### src/rtl/wam_pkg.sv
`default_nettype none
// +----------------------------------------------------------------------+
// | Module   : wam_pkg                                                   |
// | Purpose  : Shared types, widths and defaults for the whack-a-mole    |
// |            round controller and its prescaler.                       |
// | Revision : 1.0  initial release                                      |
// +----------------------------------------------------------------------+
package wam_pkg;

  // Game phase encoding, also driven straight out on the state port
  typedef enum logic [1:0] {
    IDLE  = 2'd0,
    READY = 2'd1,
    PLAY  = 2'd2,
    OVER  = 2'd3
  } state_t;

  localparam int SCORE_W = 8;
  localparam int TIME_W  = 7;
  localparam int HRDN_W  = 4;
  localparam int MISS_W  = 3;
  localparam int HIT_W   = 8;

  localparam int unsigned DEF_TICK_DIV  = 50_000_000;
  localparam int unsigned DEF_GAME_TIME = 60;

  // Difficulty step for a given score, capped at the top code
  function automatic logic [HRDN_W-1:0] calc_hrdn(input logic [SCORE_W-1:0] score_in,
                                                  input int unsigned       pts);
    int unsigned lvl;
    lvl = 32'(score_in) / pts;
    if (lvl > 32'd15) return '1;
    return lvl[HRDN_W-1:0];
  endfunction

endpackage
`default_nettype wire

### src/rtl/wam_tick.sv
`default_nettype none
// +----------------------------------------------------------------------+
// | Module   : wam_tick                                                  |
// | Purpose  : Enable-gated prescaler producing a one-cycle strobe every |
// |            DIV enabled cycles; sclr restarts the count.              |
// | Revision : 1.0  initial release                                      |
// +----------------------------------------------------------------------+
module wam_tick #(
  parameter int unsigned DIV = 8
) (
  input  logic clk,
  input  logic clr,
  input  logic en,
  input  logic sclr,
  output logic tick
);

  localparam int unsigned     c_cw   = (DIV > 1) ? $clog2(DIV) : 1;
  localparam logic [c_cw-1:0] c_last = c_cw'(DIV - 1);

  logic [c_cw-1:0] r_cnt;

  // Strobe on the last count of each period, only while counting
  assign tick = en & (r_cnt == c_last);

  // Period counter: wraps on the strobe, restarts on sclr
  always_ff @(posedge clk or posedge clr) begin
    if (clr)       r_cnt <= '0;
    else if (sclr) r_cnt <= '0;
    else if (en)   r_cnt <= tick ? '0 : r_cnt + c_cw'(1);
  end

endmodule
`default_nettype wire

### src/rtl/wam_ctrl.sv
`default_nettype none
// +----------------------------------------------------------------------+
// | Module   : wam_ctrl                                                  |
// | Purpose  : Whack-a-mole round controller: idle/countdown/play/over   |
// |            sequencing, hit qualification, score, misses, difficulty. |
// | Revision : 1.0  initial release                                      |
// +----------------------------------------------------------------------+
module wam_ctrl
  import wam_pkg::*;
#(
  parameter int unsigned TICK_DIV  = DEF_TICK_DIV,
  parameter int unsigned GAME_TIME = DEF_GAME_TIME,
  parameter int unsigned CNT_DOWN  = 3,
  parameter int unsigned LEVEL_PTS = 8,
  parameter int unsigned MAX_MISS  = 5
) (
  input  logic               clk,
  input  logic               clr,
  input  logic               start,
  input  logic [HIT_W-1:0]   hit,
  input  logic [HIT_W-1:0]   holes,
  output logic               gen_clr,
  output logic [HRDN_W-1:0]  hrdn,
  output logic [HIT_W-1:0]   hit_q,
  output logic [1:0]         state,
  output logic [SCORE_W-1:0] score,
  output logic [MISS_W-1:0]  misses,
  output logic [TIME_W-1:0]  time_left,
  output logic               tick
);

  localparam int                c_cnt_w     = $clog2(HIT_W + 1);
  localparam logic [TIME_W-1:0] c_game_time = TIME_W'(GAME_TIME);
  localparam logic [TIME_W-1:0] c_cnt_down  = TIME_W'(CNT_DOWN);
  localparam logic [TIME_W-1:0] c_time_one  = TIME_W'(1);
  localparam logic [c_cnt_w:0]  c_miss_lim  = (c_cnt_w + 1)'(MAX_MISS);
  localparam logic [MISS_W-1:0] c_miss_max  = MISS_W'(MAX_MISS);

  state_t               r_state, w_next_state;
  logic                 r_start_d, r_start_re;
  logic [HIT_W-1:0]     r_hit_d, r_hit_re;
  logic [SCORE_W-1:0]   r_score, w_score_nx;
  logic [MISS_W-1:0]    r_misses, w_misses_nx;
  logic [TIME_W-1:0]    r_time, w_time_nx;
  logic [HRDN_W-1:0]    r_hrdn;
  logic                 w_round_clr;
  logic                 w_tick;
  logic                 w_tick_en;
  logic                 w_tick_sclr;

  logic [HIT_W-1:0]     w_valid, w_miss;
  logic [c_cnt_w-1:0]   w_n_valid, w_n_miss;
  logic [SCORE_W:0]     w_score_sum;
  logic [SCORE_W-1:0]   w_score_sat;
  logic [c_cnt_w:0]     w_miss_sum;
  logic [MISS_W-1:0]    w_miss_sat;
  logic                 w_miss_end;

  // Second prescaler runs only during countdown and play; every phase change restarts it
  assign w_tick_en   = (r_state == READY) || (r_state == PLAY);
  assign w_tick_sclr = (w_next_state != r_state);

  wam_tick #(.DIV(TICK_DIV)) u_tick (
    .clk  (clk),
    .clr  (clr),
    .en   (w_tick_en),
    .sclr (w_tick_sclr),
    .tick (w_tick)
  );

  // Level history keeps tracking through reset so a held button never looks like a new press
  always_ff @(posedge clk) begin
    r_start_d <= start;
    r_hit_d   <= hit;
  end

  // Hit classification and per-cycle popcounts with saturating updates
  always_comb begin
    w_valid   = r_hit_re & holes;
    w_miss    = r_hit_re & ~holes;
    w_n_valid = '0;
    w_n_miss  = '0;
    for (int i = 0; i < HIT_W; i++) begin
      w_n_valid = w_n_valid + c_cnt_w'(w_valid[i]);
      w_n_miss  = w_n_miss  + c_cnt_w'(w_miss[i]);
    end
    w_score_sum = {1'b0, r_score} + (SCORE_W + 1)'(w_n_valid);
    w_score_sat = w_score_sum[SCORE_W] ? '1 : w_score_sum[SCORE_W-1:0];
    w_miss_sum  = (c_cnt_w + 1)'(r_misses) + (c_cnt_w + 1)'(w_n_miss);
    w_miss_end  = (w_miss_sum >= c_miss_lim);
    w_miss_sat  = w_miss_end ? c_miss_max : w_miss_sum[MISS_W-1:0];
  end

  // Phase register
  always_ff @(posedge clk or posedge clr) begin
    if (clr) r_state <= IDLE;
    else     r_state <= w_next_state;
  end

  // Next phase plus next score/misses/time; a round start clears the round counters
  always_comb begin
    w_next_state = r_state;
    w_score_nx   = r_score;
    w_misses_nx  = r_misses;
    w_time_nx    = r_time;
    w_round_clr  = 1'b0;
    case (r_state)
      IDLE, OVER: begin
        if (r_start_re) begin
          w_next_state = READY;
          w_time_nx    = c_cnt_down;
          w_score_nx   = '0;
          w_misses_nx  = '0;
          w_round_clr  = 1'b1;
        end
      end
      READY: begin
        if (w_tick) begin
          if (r_time == c_time_one) begin
            w_next_state = PLAY;
            w_time_nx    = c_game_time;
          end else begin
            w_time_nx    = r_time - c_time_one;
          end
        end
      end
      PLAY: begin
        w_score_nx  = w_score_sat;
        w_misses_nx = w_miss_sat;
        if (w_tick) w_time_nx = r_time - c_time_one;
        if ((w_tick && (r_time == c_time_one)) || w_miss_end) w_next_state = OVER;
      end
      default: ;
    endcase
  end

  // Round counters and registered edge strobes
  always_ff @(posedge clk or posedge clr) begin
    if (clr) begin
      r_score    <= '0;
      r_misses   <= '0;
      r_time     <= c_game_time;
      r_start_re <= 1'b0;
      r_hit_re   <= '0;
    end else begin
      r_score    <= w_score_nx;
      r_misses   <= w_misses_nx;
      r_time     <= w_time_nx;
      r_start_re <= start & ~r_start_d;
      r_hit_re   <= hit & ~r_hit_d;
    end
  end

  // Difficulty follows the registered score one cycle later
  always_ff @(posedge clk or posedge clr) begin
    if (clr)              r_hrdn <= '0;
    else if (w_round_clr) r_hrdn <= '0;
    else                  r_hrdn <= calc_hrdn(r_score, LEVEL_PTS);
  end

  assign gen_clr   = (r_state != PLAY);
  assign hit_q     = (r_state == PLAY) ? w_valid : '0;
  assign hrdn      = r_hrdn;
  assign state     = r_state;
  assign score     = r_score;
  assign misses    = r_misses;
  assign time_left = r_time;
  assign tick      = w_tick;

endmodule
`default_nettype wire

### config.mk
export PLATFORM = sky130hd
export DESIGN_NAME = wam_ctrl
export DESIGN_NICKNAME = d
export VERILOG_FILES = /design/src/rtl/wam_pkg.sv /design/src/rtl/wam_tick.sv /design/src/rtl/wam_ctrl.sv
export SDC_FILE = /design/constraint.sdc
export NUM_CORES = 1
export LEC_CHECK = 0
export BUFFER_PORTS_ARGS = -buffer_cell sky130_fd_sc_hd__buf_2
export CAP_MARGIN = 5
export CORE_UTILIZATION = 45
export DETAILED_ROUTE_END_ITERATION = 10
export SLEW_MARGIN = 30
export SYNTH_ARGS = -nofsm -noshare
export SYNTH_HDL_FRONTEND = slang
export SYNTH_HIERARCHICAL = 1
export SYNTH_SLANG_ARGS = --single-unit
### constraint.sdc
create_clock -name clk -period 7.8 [get_ports clk]
set_clock_uncertainty 0.05 [all_clocks]
set_input_delay 1.56 -clock clk [delete_from_list [all_inputs] [get_ports clk]]
set_output_delay 1.56 -clock clk [all_outputs]
set_load 0.005 [all_outputs]
==> results.tsv <==
stage	metric	value	unit
run_status	status	finished, final reports clean	
worst_setup_path	critical path endpoint	u_tick/r_cnt[17]	
synthesis	top-count cell post-synth	dfrtp_1	
synthesis	top post-synthesis cells by count	55 x dfrtp_1, 38 x nor2_1, 31 x nand2_1, 20 x inv_1, 20 x o21ai_0	
worst_setup_path	Data required, critical path	7970	ps
route	router iterations before antenna repair	4	
worst_setup_path	Max stage delay on crit path	530	ps
clock_network	Resize count post-CTS	0	
floorplanning	IO Pins	53	
synthesis	synthesized net count	448	
synthesis	synthesized netlist cell count	403	
timing	Final Cycle Share	80.9	%
final_layout	non-filler cells, final	562	
route	DRT antenna net count	0	
synthesis	Yosys top cell area share	35.2	%
floorplanning	die width	95.2	um
timing	hold_ws	327	ps
route	# DRC	0	
global_routing	initial antenna violation count	0	
final_layout	# nets final	497	
global_routing	first-pass GRT wire length	13300	um
clock_network	CTS max path bufs	2	
clock_network	clock latency on the worst-skew pair	340	ps
timing	Max transition margin	41.0	%
worst_setup_path	cells on worst reg2reg path	18	
route	via count	3041	
final_layout	antenna diode count	0	
synthesis	#FFs+latches synth	68	
power	Pleak	2.08	nW
route	vias per cell	5.41	
final_layout	Synth-to-Final Area Change	13.3	%
clock_network	CTS buffer count	9	
power	Worst VDD drop	0.0906	mV
clock_network	clock-pin slew on the worst setup and hold paths	80	ps
worst_setup_path	Critical Path Source	holes[0]	
timing	Max Clk Rate	158	MHz
synthesis	Async SR Flop Fraction	86.8	%
timing	Worst Tran Pin Value	883	ps
worst_setup_path	Crit. End Element	register	
timing	min Tclk post-route	6310	ps
worst_setup_path	Worst Path Max Fanout	11	
final_layout	share of layout cells above drive strength 1	19.0	%
timing	Fin. Hold Viols	0	
worst_setup_path	CP startpoint kind	input pin	
synthesis	Syn Area/Cell	9.70	um2
clock_network	CTS tree	yes	
floorplanning	die area	9060	um2
floorplanning	Site Rows	33	
worst_setup_path	CP arrival	6480	ps
power	PwrDens	169	nW/um2
global_routing	vias in the first global route	2837	
place	IO buf count	52	
route	wirelength, routed	7940	um
final_layout	Final Core Density	53.4	%
worst_setup_path	reg2reg setup slack	2300	ps
worst_setup_path	cells along the critical path	buf_2 -> nor2b_1 -> fa_1 -> inv_1 -> fa_1 -> inv_1 -> fa_1 -> fa_1 -> fa_1 -> and2_4 -> o31ai_4 -> o311ai_1 -> a32oi_1 -> buf_4 -> o2111ai_1 -> nor4_1 -> nand3_1 -> xor2_1 -> nor2_1	
place	post-DP HPWL	5780	um
synthesis	ys flop type	dfrtp_1	
synthesis	synth top area cells	dfrtp_1 35%, fa_1 5.1%, ha_1 5.1%, dfxtp_1 4.6%, nor2_1 3.6%	
clock_network	Post-CTS Hold Buffers	0	
global_routing	largest net degree at the start of global routing	34	
worst_hold_path	Hold Crit Class	reg -> reg	
worst_setup_path	Crit-path slowest cell	fa_1	
job	Max Cap Viol	0	
final_layout	fill cell count	771	
worst_setup_path	Critical R2R Capture	u_tick/r_cnt[17]	
worst_setup_path	RR Startpoint	r_hit_re[0]	
route	wire per inst	14.1	um
synthesis	YS warnings	6	
timing	unrepaired setup endpoints after global routing	no	
synthesis	Seq/Total Area, Yosys	42.5	%
synthesis	EDFF count, synth	0	
worst_setup_path	cell mode on critical path	fa_1	
place	RD Place Congestion	0.815	
synthesis	unique cell type count in the Yosys netlist	63	
floorplanning	core area	8300	um2
clock_network	Root Buffer Master	clkbuf_8	
timing	final setup TNS	0	ps
timing	Final setup viols	0	
synthesis	Mapped Area	3910	um2
worst_setup_path	critical path type	in -> reg	
clock_network	clock sink total	68	
global_routing	global route overflow	0	
timing	Max Slew Vio Count	0	
global_routing	GRT Total Usage	18.9	%
place	DP Cell Count	546	
clock_network	setup bufs post-CTS	0	
synthesis	Yosys top cell by area	dfrtp_1	
clock_network	H-tree levels	3	
floorplanning	DIE HEIGHT	95.2	um
route	DR iter-0 viols	98	
floorplanning	initial core utilization	47.1	%
power	final total power	748	uW
-- sequential cells by signal, summed over array words and instances (netlist names) --
name,flops
misses,3
r_hit_d,8
r_start_re,1
r_hit_re,8
r_start_d,1
score,8
u_tick/r_cnt,26
hrdn,4
state,2
time_left,7
-- layout by cell type, fill, tap and decap left out, types with 3 or more instances in the layout --
cell type	n
inv_1	19
a22oi_1	6
a31oi_1	5
and3_1	9
dfrtp_1	55
nand2_1	31
o21ai_0	20
and2_1	6
nor2b_1	18
nor2_1	38
or3b_1	3
nand2b_1	9
o22a_1	3
a21oi_1	15
buf_2	52
nor3_1	8
o21a_1	5
dfstp_2	4
dfxtp_1	9
a211oi_1	4
nand3_1	16
clkinv_4	3
nor4_1	6
clkbuf_8	9
xor2_1	14
ha_1	16
fa_1	10
nand4_1	9
o22ai_1	3
xnor2_1	8
-- layout make-up --
class | instances | area (um2) | share of cell area (%)
flip-flops and latches | 68 | 1660 | 37.5
multi-input cells | 299 | 2060 | 46.5
repair buffers | 54 | 275 | 6.22
inverters | 20 | 75.1 | 1.70
well taps | 105 | 131 | 2.97
clock inverters | 7 | 101 | 2.29
clock buffers | 9 | 124 | 2.80
-- worst max-delay path: cells and delay by family --
| kind | cells | cell delay [ps] |
|---|---|---|
| AO/OA/AOI/OAI | 4 | 970 |
| XOR/XNOR | 1 | 150 |
| adder cells (fa/ha/maj) | 5 | 2470 |
| buffers and inverters | 4 | 420 |
| AND/OR/NAND/NOR | 5 | 930 |
-- cells by family (layout without fill, tap and decap cells) --
family,after synthesis,after routing,synth area share [%]
simple gates,171,171,23.8
xor+xnor,22,22,4.93
fa+ha+maj,26,26,10.2
buf+inv,36,90,4.80
compound gates,80,80,13.8
flops,68,68,42.5
-- through the flow --
step / cell area, um2 / worst slack [ps]
global route: 4430 / 1160
CTS: 4430 / 1490
detailed placement: 4200 / 1160
global placement: 4200 / 1260
floorplan: 3910 / 1890
finish: 4430 / 1490
-- routing by layer --
metal | share of wire, % | vias to the layer above | GRT usage, %
met2 | 48 | 48 | 30.4
met1 | 48 | 1472 | 25.6
li1 | - | 1512 | -
met5 | 0 | - | 0
met4 | 1.2 | 0 | 7.20
met3 | 2.6 | 9 | 3.03
-- report_power, final --
group / internal (mW) / leakage [nW] / switching, mW / total, mW
clock: 0.181 / 0.106 / 0.145 / 0.327
combinational: 0.0272 / 1.14 / 0.0354 / 0.0626
sequential: 0.356 / 0.830 / 0.00207 / 0.359
total: 0.565 / 2.08 / 0.183 / 0.748
-- worst min-delay path by stage --
stage / from / end / slack [ps] / depth (start not counted)
6_report: r_hit_d[3] / r_hit_re[3] / 330 / 1
5_1_grt: r_hit_d[3] / r_hit_re[3] / 340 / 1
4_1_cts: r_hit_d[3] / r_hit_re[3] / 330 / 1
3_5_place_dp: r_hit_d[3] / r_hit_re[3] / 320 / 1
3_3_place_gp: r_hit_d[2] / r_hit_re[2] / 310 / 1
2_1_floorplan: r_hit_d[0] / r_hit_re[0] / 310 / 1
Note: power is estimated with default switching activity, not from simulation.
